## config.mk

```make
export PLATFORM = sky130hd
export DESIGN_NAME = ble_chan_hop_scheduler_flat
export DESIGN_NICKNAME = d
export VERILOG_FILES = /design/src/rtl/ble_chan_hop_scheduler_pkg.sv /design/src/rtl/ble_chan_hop_scheduler_if.sv /design/src/rtl/ble_chan_hop_scheduler_remap.sv /design/src/rtl/ble_chan_hop_scheduler.sv /design/src/flat_wrapper.sv
export SDC_FILE = /design/constraint.sdc
export NUM_CORES = 1
export LEC_CHECK = 0
export CAP_MARGIN = 25
export CORE_MARGIN = 2
export CORE_UTILIZATION = 40
export CTS_BUF_LIST = sky130_fd_sc_hd__clkbuf_4 sky130_fd_sc_hd__clkbuf_8
export CTS_CLUSTER_DIAMETER = 200
export DETAILED_ROUTE_END_ITERATION = 6
export PLACE_DENSITY_LB_ADDON = 0.12
export SLEW_MARGIN = 20
export SYNTH_ARGS = -nofsm -noshare
export SYNTH_HDL_FRONTEND = slang
export SYNTH_SLANG_ARGS = --single-unit
```

## constraint.sdc

```tcl
create_clock -name clk -period 7.5 [get_ports clk]
set_input_delay 1.125 -clock clk [delete_from_list [all_inputs] [get_ports clk]]
set_output_delay 1.125 -clock clk [all_outputs]
set_load 0.005 [all_outputs]
```

## src/rtl/ble_chan_hop_scheduler_pkg.sv

```systemverilog
// Shared types and constants for the BLE channel hop scheduler.
//   NUM_DATA_CH / ADV_CH_BASE / NUM_CH : channel fabric geometry
//   chan_idx_t                          : internal 6-bit channel index
//   sched_state_e                       : scheduler / remap engine states
//   popcount_map, adv_select            : helpers used by the top
package ble_chan_pkg;

  localparam int unsigned NUM_DATA_CH = 37;
  localparam int unsigned ADV_CH_BASE = 37;
  localparam int unsigned NUM_CH      = 40;

  typedef logic [5:0] chan_idx_t;

  typedef enum logic [2:0] {
    ST_IDLE,
    ST_ADV,
    ST_CALC,
    ST_CHECK,
    ST_MOD,
    ST_SCAN,
    ST_DONE
  } sched_state_e;

  function automatic chan_idx_t popcount_map(input logic [NUM_DATA_CH-1:0] m);
    chan_idx_t n;
    n = '0;
    for (int unsigned i = 0; i < NUM_DATA_CH; i++) begin
      n = n + chan_idx_t'(m[i]);
    end
    return n;
  endfunction

  // Returns {found, position}: first enabled advertising channel at or after
  // ptr, searching circularly over the three positions (0=ch37 .. 2=ch39).
  function automatic logic [2:0] adv_select(input logic [2:0] en, input logic [1:0] ptr);
    logic [2:0]  res;
    int unsigned idx;
    res = '0;
    for (int unsigned k = 0; k < 3; k++) begin
      idx = (32'(ptr) + k) % 3;
      if (!res[2] && en[2'(idx)]) begin
        res = {1'b1, 2'(idx)};
      end
    end
    return res;
  endfunction

endpackage

```

## src/rtl/ble_chan_hop_scheduler_if.sv

```systemverilog
// Endpoint <-> scheduler signal bundle.
//   master : endpoint side, drives configuration and event requests
//   slave  : scheduler side, returns chan_valid/channel_index/busy/map_err
interface ble_chan_hop_scheduler_if #(
  parameter int unsigned CH_IDX_W = 32,
  parameter int unsigned NUM_DATA = 37
);
  logic                mode_adv;
  logic                start_conn;
  logic [4:0]          hop_incr;
  logic [NUM_DATA-1:0] chan_map;
  logic [2:0]          adv_chan_map;
  logic                evt_req;
  logic                chan_valid;
  logic [CH_IDX_W-1:0] channel_index;
  logic                busy;
  logic                map_err;

  modport master (
    output mode_adv, start_conn, hop_incr, chan_map, adv_chan_map, evt_req,
    input  chan_valid, channel_index, busy, map_err
  );

  modport slave (
    input  mode_adv, start_conn, hop_incr, chan_map, adv_chan_map, evt_req,
    output chan_valid, channel_index, busy, map_err
  );
endinterface

```

## src/rtl/ble_chan_hop_scheduler_remap.sv

```systemverilog
// CSA#1 remap engine: reduces the unmapped channel modulo num_used by
// repeated subtraction, then walks the used-map to find the rem-th used
// channel.
//   clk, rst_n   : clock, async active-low reset
//   start_i      : load unmapped_i and begin the reduction
//   abort_i      : drop any computation in progress
//   unmapped_i   : unmapped channel (0..36)
//   map_i        : data channel used-map
//   num_used_i   : popcount of map_i (>= 2 whenever start_i is raised)
//   done_o       : 1-cycle pulse, remapped_o valid
//   remapped_o   : remapped data channel
module ble_chan_remap
  import ble_chan_pkg::*;
#(
  parameter int unsigned NUM_DATA = NUM_DATA_CH
) (
  input  logic                clk,
  input  logic                rst_n,
  input  logic                start_i,
  input  logic                abort_i,
  input  chan_idx_t           unmapped_i,
  input  logic [NUM_DATA-1:0] map_i,
  input  chan_idx_t           num_used_i,
  output logic                done_o,
  output chan_idx_t           remapped_o
);

  localparam chan_idx_t LAST_PTR = chan_idx_t'(NUM_DATA - 1);

  sched_state_e state_q, state_d;
  chan_idx_t    rem_q, rem_d;
  chan_idx_t    ptr_q, ptr_d;
  chan_idx_t    cnt_q, cnt_d;
  logic         hit;
  logic         scan_end;

  always_ff @(posedge clk or negedge rst_n) begin
    if (!rst_n) begin
      state_q <= ST_IDLE;
      rem_q   <= '0;
      ptr_q   <= '0;
      cnt_q   <= '0;
    end else begin
      state_q <= state_d;
      rem_q   <= rem_d;
      ptr_q   <= ptr_d;
      cnt_q   <= cnt_d;
    end
  end

  always_comb begin
    state_d = state_q;
    rem_d   = rem_q;
    ptr_d   = ptr_q;
    cnt_d   = cnt_q;
    case (state_q)
      ST_IDLE: begin
        if (start_i) begin
          rem_d   = unmapped_i;
          state_d = ST_MOD;
        end
      end
      ST_MOD: begin
        if (rem_q >= num_used_i) begin
          rem_d = rem_q - num_used_i;
        end else begin
          state_d = ST_SCAN;
          ptr_d   = '0;
          cnt_d   = '0;
        end
      end
      ST_SCAN: begin
        if (scan_end) begin
          state_d = ST_IDLE;
        end else begin
          if (map_i[ptr_q]) begin
            cnt_d = cnt_q + chan_idx_t'(1);
          end
          ptr_d = ptr_q + chan_idx_t'(1);
        end
      end
      default: state_d = ST_IDLE;
    endcase
    if (abort_i) begin
      state_d = ST_IDLE;
    end
  end

  // The last-pointer term only guards against a map that changed under us;
  // with rem < num_used a hit always occurs first.
  always_comb begin
    hit        = map_i[ptr_q] && (cnt_q == rem_q);
    scan_end   = (state_q == ST_SCAN) && (hit || (ptr_q == LAST_PTR));
    done_o     = scan_end;
    remapped_o = ptr_q;
  end

endmodule

```

## src/rtl/ble_chan_hop_scheduler.sv

```systemverilog
// Per-endpoint BLE channel selector.
//   clk, rst_n : clock, async active-low reset
//   bus        : slave side of ble_chan_hop_scheduler_if
//                (mode_adv, start_conn, hop_incr, chan_map, adv_chan_map,
//                 evt_req in; chan_valid, channel_index, busy, map_err out)
// Advertising events rotate over the enabled channels 37..39; connection
// events run Channel Selection Algorithm #1 with the remap delegated to
// ble_chan_remap.
module ble_chan_hop_scheduler
  import ble_chan_pkg::*;
#(
  parameter int unsigned CH_IDX_W = 32,
  parameter int unsigned NUM_DATA = NUM_DATA_CH
) (
  input logic                     clk,
  input logic                     rst_n,
  ble_chan_hop_scheduler_if.slave bus
);

  sched_state_e        state_q, state_d;
  chan_idx_t           last_unm_q, last_unm_d;
  chan_idx_t           unm_q, unm_d;
  logic [1:0]          adv_ptr_q, adv_ptr_d;
  chan_idx_t           chan_q, chan_d;
  logic                map_err_q, map_err_d;

  // Connection configuration survives reset; only start_conn loads it.
  logic [4:0]          hop_q;
  logic [NUM_DATA-1:0] map_q;
  chan_idx_t           num_used_q;

  logic                cfg_err;
  logic [2:0]          adv_sel;
  chan_idx_t           sum_c;
  chan_idx_t           unm_c;
  logic                remap_start;
  logic                remap_done;
  chan_idx_t           remapped;

  always_ff @(posedge clk) begin
    if (bus.start_conn) begin
      hop_q <= bus.hop_incr;
      map_q <= bus.chan_map;
    end
    num_used_q <= popcount_map(map_q);
  end

  always_ff @(posedge clk or negedge rst_n) begin
    if (!rst_n) begin
      state_q    <= ST_IDLE;
      last_unm_q <= '0;
      unm_q      <= '0;
      adv_ptr_q  <= '0;
      chan_q     <= '0;
      map_err_q  <= 1'b0;
    end else begin
      state_q    <= state_d;
      last_unm_q <= last_unm_d;
      unm_q      <= unm_d;
      adv_ptr_q  <= adv_ptr_d;
      chan_q     <= chan_d;
      map_err_q  <= map_err_d;
    end
  end

  always_comb begin
    state_d     = state_q;
    last_unm_d  = last_unm_q;
    unm_d       = unm_q;
    adv_ptr_d   = adv_ptr_q;
    chan_d      = chan_q;
    map_err_d   = 1'b0;
    remap_start = 1'b0;

    cfg_err = (num_used_q < chan_idx_t'(2)) || (hop_q < 5'd5) || (hop_q > 5'd16);
    adv_sel = adv_select(bus.adv_chan_map, adv_ptr_q);
    sum_c   = last_unm_q + chan_idx_t'(hop_q);
    unm_c   = (sum_c >= chan_idx_t'(NUM_DATA_CH)) ? sum_c - chan_idx_t'(NUM_DATA_CH) : sum_c;

    if (bus.start_conn) begin
      // Abort wins over everything, including an evt_req in the same cycle.
      state_d    = ST_IDLE;
      last_unm_d = '0;
    end else begin
      case (state_q)
        ST_IDLE: begin
          if (bus.evt_req) begin
            if (bus.mode_adv) begin
              state_d = ST_ADV;
            end else if (cfg_err) begin
              map_err_d = 1'b1;
            end else begin
              state_d = ST_CALC;
            end
          end
        end
        ST_ADV: begin
          if (!adv_sel[2]) begin
            map_err_d = 1'b1;
            state_d   = ST_IDLE;
          end else begin
            chan_d    = chan_idx_t'(ADV_CH_BASE) + chan_idx_t'(adv_sel[1:0]);
            adv_ptr_d = (adv_sel[1:0] == 2'd2) ? 2'd0 : adv_sel[1:0] + 2'd1;
            state_d   = ST_DONE;
          end
        end
        ST_CALC: begin
          unm_d      = unm_c;
          last_unm_d = unm_c;
          state_d    = ST_CHECK;
        end
        ST_CHECK: begin
          if (map_q[unm_q]) begin
            chan_d  = unm_q;
            state_d = ST_DONE;
          end else begin
            remap_start = 1'b1;
            state_d     = ST_MOD;
          end
        end
        // ST_MOD spans the whole remap; the engine tracks MOD/SCAN itself.
        ST_MOD: begin
          if (remap_done) begin
            chan_d  = remapped;
            state_d = ST_DONE;
          end
        end
        ST_DONE: state_d = ST_IDLE;
        default: state_d = ST_IDLE;
      endcase
    end
  end

  always_comb begin
    bus.chan_valid    = (state_q == ST_DONE);
    bus.busy          = (state_q != ST_IDLE);
    bus.map_err       = map_err_q;
    bus.channel_index = CH_IDX_W'(chan_q);
  end

  ble_chan_remap #(
    .NUM_DATA (NUM_DATA)
  ) u_remap (
    .clk        (clk),
    .rst_n      (rst_n),
    .start_i    (remap_start),
    .abort_i    (bus.start_conn),
    .unmapped_i (unm_q),
    .map_i      (map_q),
    .num_used_i (num_used_q),
    .done_o     (remap_done),
    .remapped_o (remapped)
  );

endmodule

```

## src/flat_wrapper.sv

```systemverilog
// flat-port wrapper written by rule: the top's interface ports become plain ports
module ble_chan_hop_scheduler_flat import ble_chan_pkg::*;
#(
  parameter int unsigned CH_IDX_W = 32,
  parameter int unsigned NUM_DATA = NUM_DATA_CH
)
  (clk, rst_n, bus_mode_adv, bus_start_conn, bus_hop_incr, bus_chan_map, bus_adv_chan_map, bus_evt_req, bus_chan_valid, bus_channel_index, bus_busy, bus_map_err);
  ble_chan_hop_scheduler_if #(.CH_IDX_W(CH_IDX_W), .NUM_DATA(NUM_DATA)) bus_i ();
  input logic clk;
  input logic rst_n;
  input wire logic [$bits(bus_i.mode_adv)-1:0] bus_mode_adv;
  input wire logic [$bits(bus_i.start_conn)-1:0] bus_start_conn;
  input wire logic [$bits(bus_i.hop_incr)-1:0] bus_hop_incr;
  input wire logic [$bits(bus_i.chan_map)-1:0] bus_chan_map;
  input wire logic [$bits(bus_i.adv_chan_map)-1:0] bus_adv_chan_map;
  input wire logic [$bits(bus_i.evt_req)-1:0] bus_evt_req;
  output wire logic [$bits(bus_i.chan_valid)-1:0] bus_chan_valid;
  output wire logic [$bits(bus_i.channel_index)-1:0] bus_channel_index;
  output wire logic [$bits(bus_i.busy)-1:0] bus_busy;
  output wire logic [$bits(bus_i.map_err)-1:0] bus_map_err;
  assign bus_i.mode_adv = bus_mode_adv;
  assign bus_i.start_conn = bus_start_conn;
  assign bus_i.hop_incr = bus_hop_incr;
  assign bus_i.chan_map = bus_chan_map;
  assign bus_i.adv_chan_map = bus_adv_chan_map;
  assign bus_i.evt_req = bus_evt_req;
  assign bus_chan_valid = bus_i.chan_valid;
  assign bus_channel_index = bus_i.channel_index;
  assign bus_busy = bus_i.busy;
  assign bus_map_err = bus_i.map_err;
  ble_chan_hop_scheduler #(.CH_IDX_W(CH_IDX_W), .NUM_DATA(NUM_DATA)) u_core (.clk(clk), .rst_n(rst_n), .bus(bus_i));
endmodule
```

==> flow_summary.ini <==
[grt]
overflow = 0
grt_pass1_wl_microns = 23100
grt_max_degree = 51
grt_pass1_vias = 4369
grt_use_total = 0.178
antenna_found_initial = 0

[cells_and_area]
antenna_cells = 0
nets = 748
layout-drive-gt1-share = 0.0826
final_area_sq_um = 7220
final_core_util = 0.461
fill_cells = 1453
area_growth_pct = 13.9

[synth]
async_flop_share = 0.478
ys_types = 68
synth_area_per_cell_sq_um = 10.8
seq_area_frac_synth = 0.392
syn-cell-area_sq_um = 6340
netlist_instances = 587
synth-main-ff-cell = dfrtp_1
ys_ff_latch = 92
yosysWarnings = 0
synth_edf_count = 42

[die]
die_h_microns = 130
die-width_microns = 130
io_pins = 85
core_area_sq_um = 15700
dieArea_sq_um = 16900
initial_core_util = 0.405
num_rows = 46

[pwr]
ir_drop_v = 0.000292
design_power_total_mw = 2.59
p_leak_nw = 3.16
p_per_area_nw_per_um2 = 359

[place]
place_congestion = 0.859
dp_hpwl_microns = 10600
numPortBuffers = 58
placed_area_sq_um = 7000

[critical_path]
max_stage_delay_ns = 0.55
r2r_cells = 14
path_delay_family = adder cells
r2r_slack_ns = 2.60
cp_max_fo = 3
crit_path_end = u_core.num_used_q[4]$_DFF_P_
critPathCaptureType = flip-flop
rr_endpoint = u_core.num_used_q[4]$_DFF_P_
crit_required_ns = 7.80
path_cells = ha_1 > inv_1 > fa_1 > fa_1 > fa_1 > fa_1 > fa_1 > fa_1 > inv_1 > ha_1 > fa_1 > a21o_1 > a21oi_1 > xnor2_1
start_kind = flip-flop
cp_slowest_cell = fa_1
critical_path_class = flip-flop to flip-flop
crit_start = u_core.map_q[0]$_DFFE_PP_
rr_startpoint = u_core.map_q[0]$_DFFE_PP_
crit_top_cell = fa_1
worst_ep_arrival_time_ns = 5.20
cp.depth = 14
critPathBufInv = 2

[route]
post-route-drc-count = 0
first_pass_iters = 5
via_per_inst = 5.05
routedWlPerCell_microns = 16.0
drtIter0Drc = 199
ant_nets = 0
dr_total_vias = 4334
wl_microns = 13700

[clocking]
cts.repair.resized = 0
clock_latency_ns = 0.38
postCtsSetupBuffers = 0
cts_buffer_depth = 2
cts_tree = done
ctsHoldBuffers = 0
htree_levels = 3
numCtsBuffers = 9
cts.sinks = 92
cts-root-buf = clkbuf_8
path_clk_slew_ns = 0.10

[timing]
rsz0062_at_grt = no
fin_hold_ws_ns = 0.505
final_max_slew_viol_count = 0
clock.fmax_ghz = 0.204
final.period_utilization = 0.653
hold_viol = 0
tns_ns = 0
clock-skew-final_ns = 0.0146
relSlewSlack = 0.379
tightest_slew_ns = 0.931
fin_crit_ns = 4.90
setup_viol = 0

[hold_path]
hp-class = flip-flop to flip-flop
hold_depth = 2

[outcome]
status = finished, final reports clean

[job]
drv_cap = 0
-- final cells by class --
type	instances	area, sq um	share of cell area
multi-input cells	389	3340	0.463
flip-flops and latches	92	2480	0.344
repair buffers	59	581	0.0804
inverters	86	323	0.0447
well taps	216	270	0.0374
clock buffers	10	131	0.0182
clock inverters	6	86.3	0.0120
-- tightest hold or removal path, delay by kind of cell, from the launching register on --
family / cells / cell delay (ns)
compound gates: 1 / 0.06
flops: 1 / 0.36
simple gates: 1 / 0.05
-- metal layers --
layer  global-route usage  share of wire  vias up
li1                     -              -     2096
met1                0.246           0.47     2085
met2                0.284           0.47      135
met3               0.0377          0.044       18
met4               0.0500          0.017        0
met5                    0              0        -
-- state kept, by name, summed over array words and instances (netlist names), 5 cells and up --
register and flops:
u_core.unm_q 6, u_core.chan_q 6, u_core.u_remap.rem_q 6, u_core.last_unm_q 6, u_core.u_remap.cnt_q 6, u_core.hop_q 5
u_core.u_remap.remapped_o 6, u_core.num_used_q 6, u_core.map_q 37
-- how the worst min path moves through the flow --
stage | start | endpoint | slack, ns
final | u_core.last_unm_q[4]$_DFFE_PN0P_ | u_core.last_unm_q[4]$_DFFE_PN0P_ | 0.51
after global routing | u_core.last_unm_q[2]$_DFFE_PN0P_ | u_core.last_unm_q[2]$_DFFE_PN0P_ | 0.54
after CTS | u_core.last_unm_q[4]$_DFFE_PN0P_ | u_core.last_unm_q[4]$_DFFE_PN0P_ | 0.52
after detailed placement | u_core.last_unm_q[2]$_DFFE_PN0P_ | u_core.last_unm_q[2]$_DFFE_PN0P_ | 0.50
after global placement | u_core.last_unm_q[0]$_DFFE_PN0P_ | u_core.last_unm_q[0]$_DFFE_PN0P_ | 0.48
after floorplan | u_core.last_unm_q[0]$_DFFE_PN0P_ | u_core.last_unm_q[0]$_DFFE_PN0P_ | 0.45
-- cells in the final DEF (no fill, tap or decap), types with 11 or more instances in the layout --
cell type,Yosys,final
inv_1,86,86
clkdlybuf4s50_1,0,56
o21ai_0,31,31
edfxtp_1,42,42
mux2i_1,19,19
a21oi_1,18,18
conb_1,1,26
nor2_1,18,18
mux2_2,12,12
fa_1,31,31
nand2_1,46,46
ha_1,30,30
xnor2_1,14,14
mux4_2,11,11
dfrtp_1,44,44
-- Yosys cell counts (3+ instances only) --
library cell | number | area, sq um
o21a_1 | 3 | 22.5
inv_1 | 86 | 323
o21ai_0 | 31 | 155
and2_1 | 3 | 18.8
ha_1 | 30 | 375
nor2b_1 | 5 | 31.3
o211ai_1 | 7 | 52.6
nor3_1 | 8 | 40.0
buf_4 | 26 | 195
mux4_1 | 3 | 78.8
buf_2 | 6 | 30.0
fa_1 | 31 | 621
xnor2_1 | 14 | 123
nor2_1 | 18 | 67.6
nand2_1 | 46 | 173
o22ai_1 | 7 | 43.8
mux2_2 | 12 | 135
xor2_1 | 6 | 52.6
mux2i_1 | 19 | 190
o21bai_1 | 3 | 22.5
a21oi_1 | 18 | 90.1
nand2b_1 | 5 | 31.3
nand3_1 | 10 | 50.1
a21o_1 | 5 | 37.5
o2111ai_1 | 3 | 26.3
and3_1 | 5 | 31.3
clkbuf_1 | 12 | 45.0
dfrtp_1 | 44 | 1100
edfxtp_1 | 42 | 1260
o31ai_1 | 5 | 37.5
nand4_1 | 5 | 31.3
dfxtp_1 | 6 | 120
a22oi_1 | 5 | 37.5
mux4_2 | 11 | 248
-- metrics by stage --
stage | cells | setup WS (ns)
after floorplan | 612 | 2.80
final | 858 | 2.60
after global placement | 842 | 2.69
after detailed placement | 842 | 2.60
after CTS | 858 | 2.56
after global routing | 858 | 2.41
-- where the power goes --
| part | internal (mW) | switching (mW) |
|---|---|---|
| registers | 0.638 | 0.132 |
| logic | 0.692 | 0.756 |
| clock network | 0.192 | 0.182 |
| total | 1.52 | 1.07 |
-- cells by family after synthesis --
family,Yosys count,synth area share
muxes,45,0.103
other,1,0.000592
xor gates and xnor gates,20,0.0276
AOI/OAI and AO/OA,108,0.117
adders and majority gates,63,0.160
buffers and inverters,131,0.0954
DFF,92,0.392
and+or+nand+nor,127,0.104
Note: power is estimated with default switching activity, not from simulation.
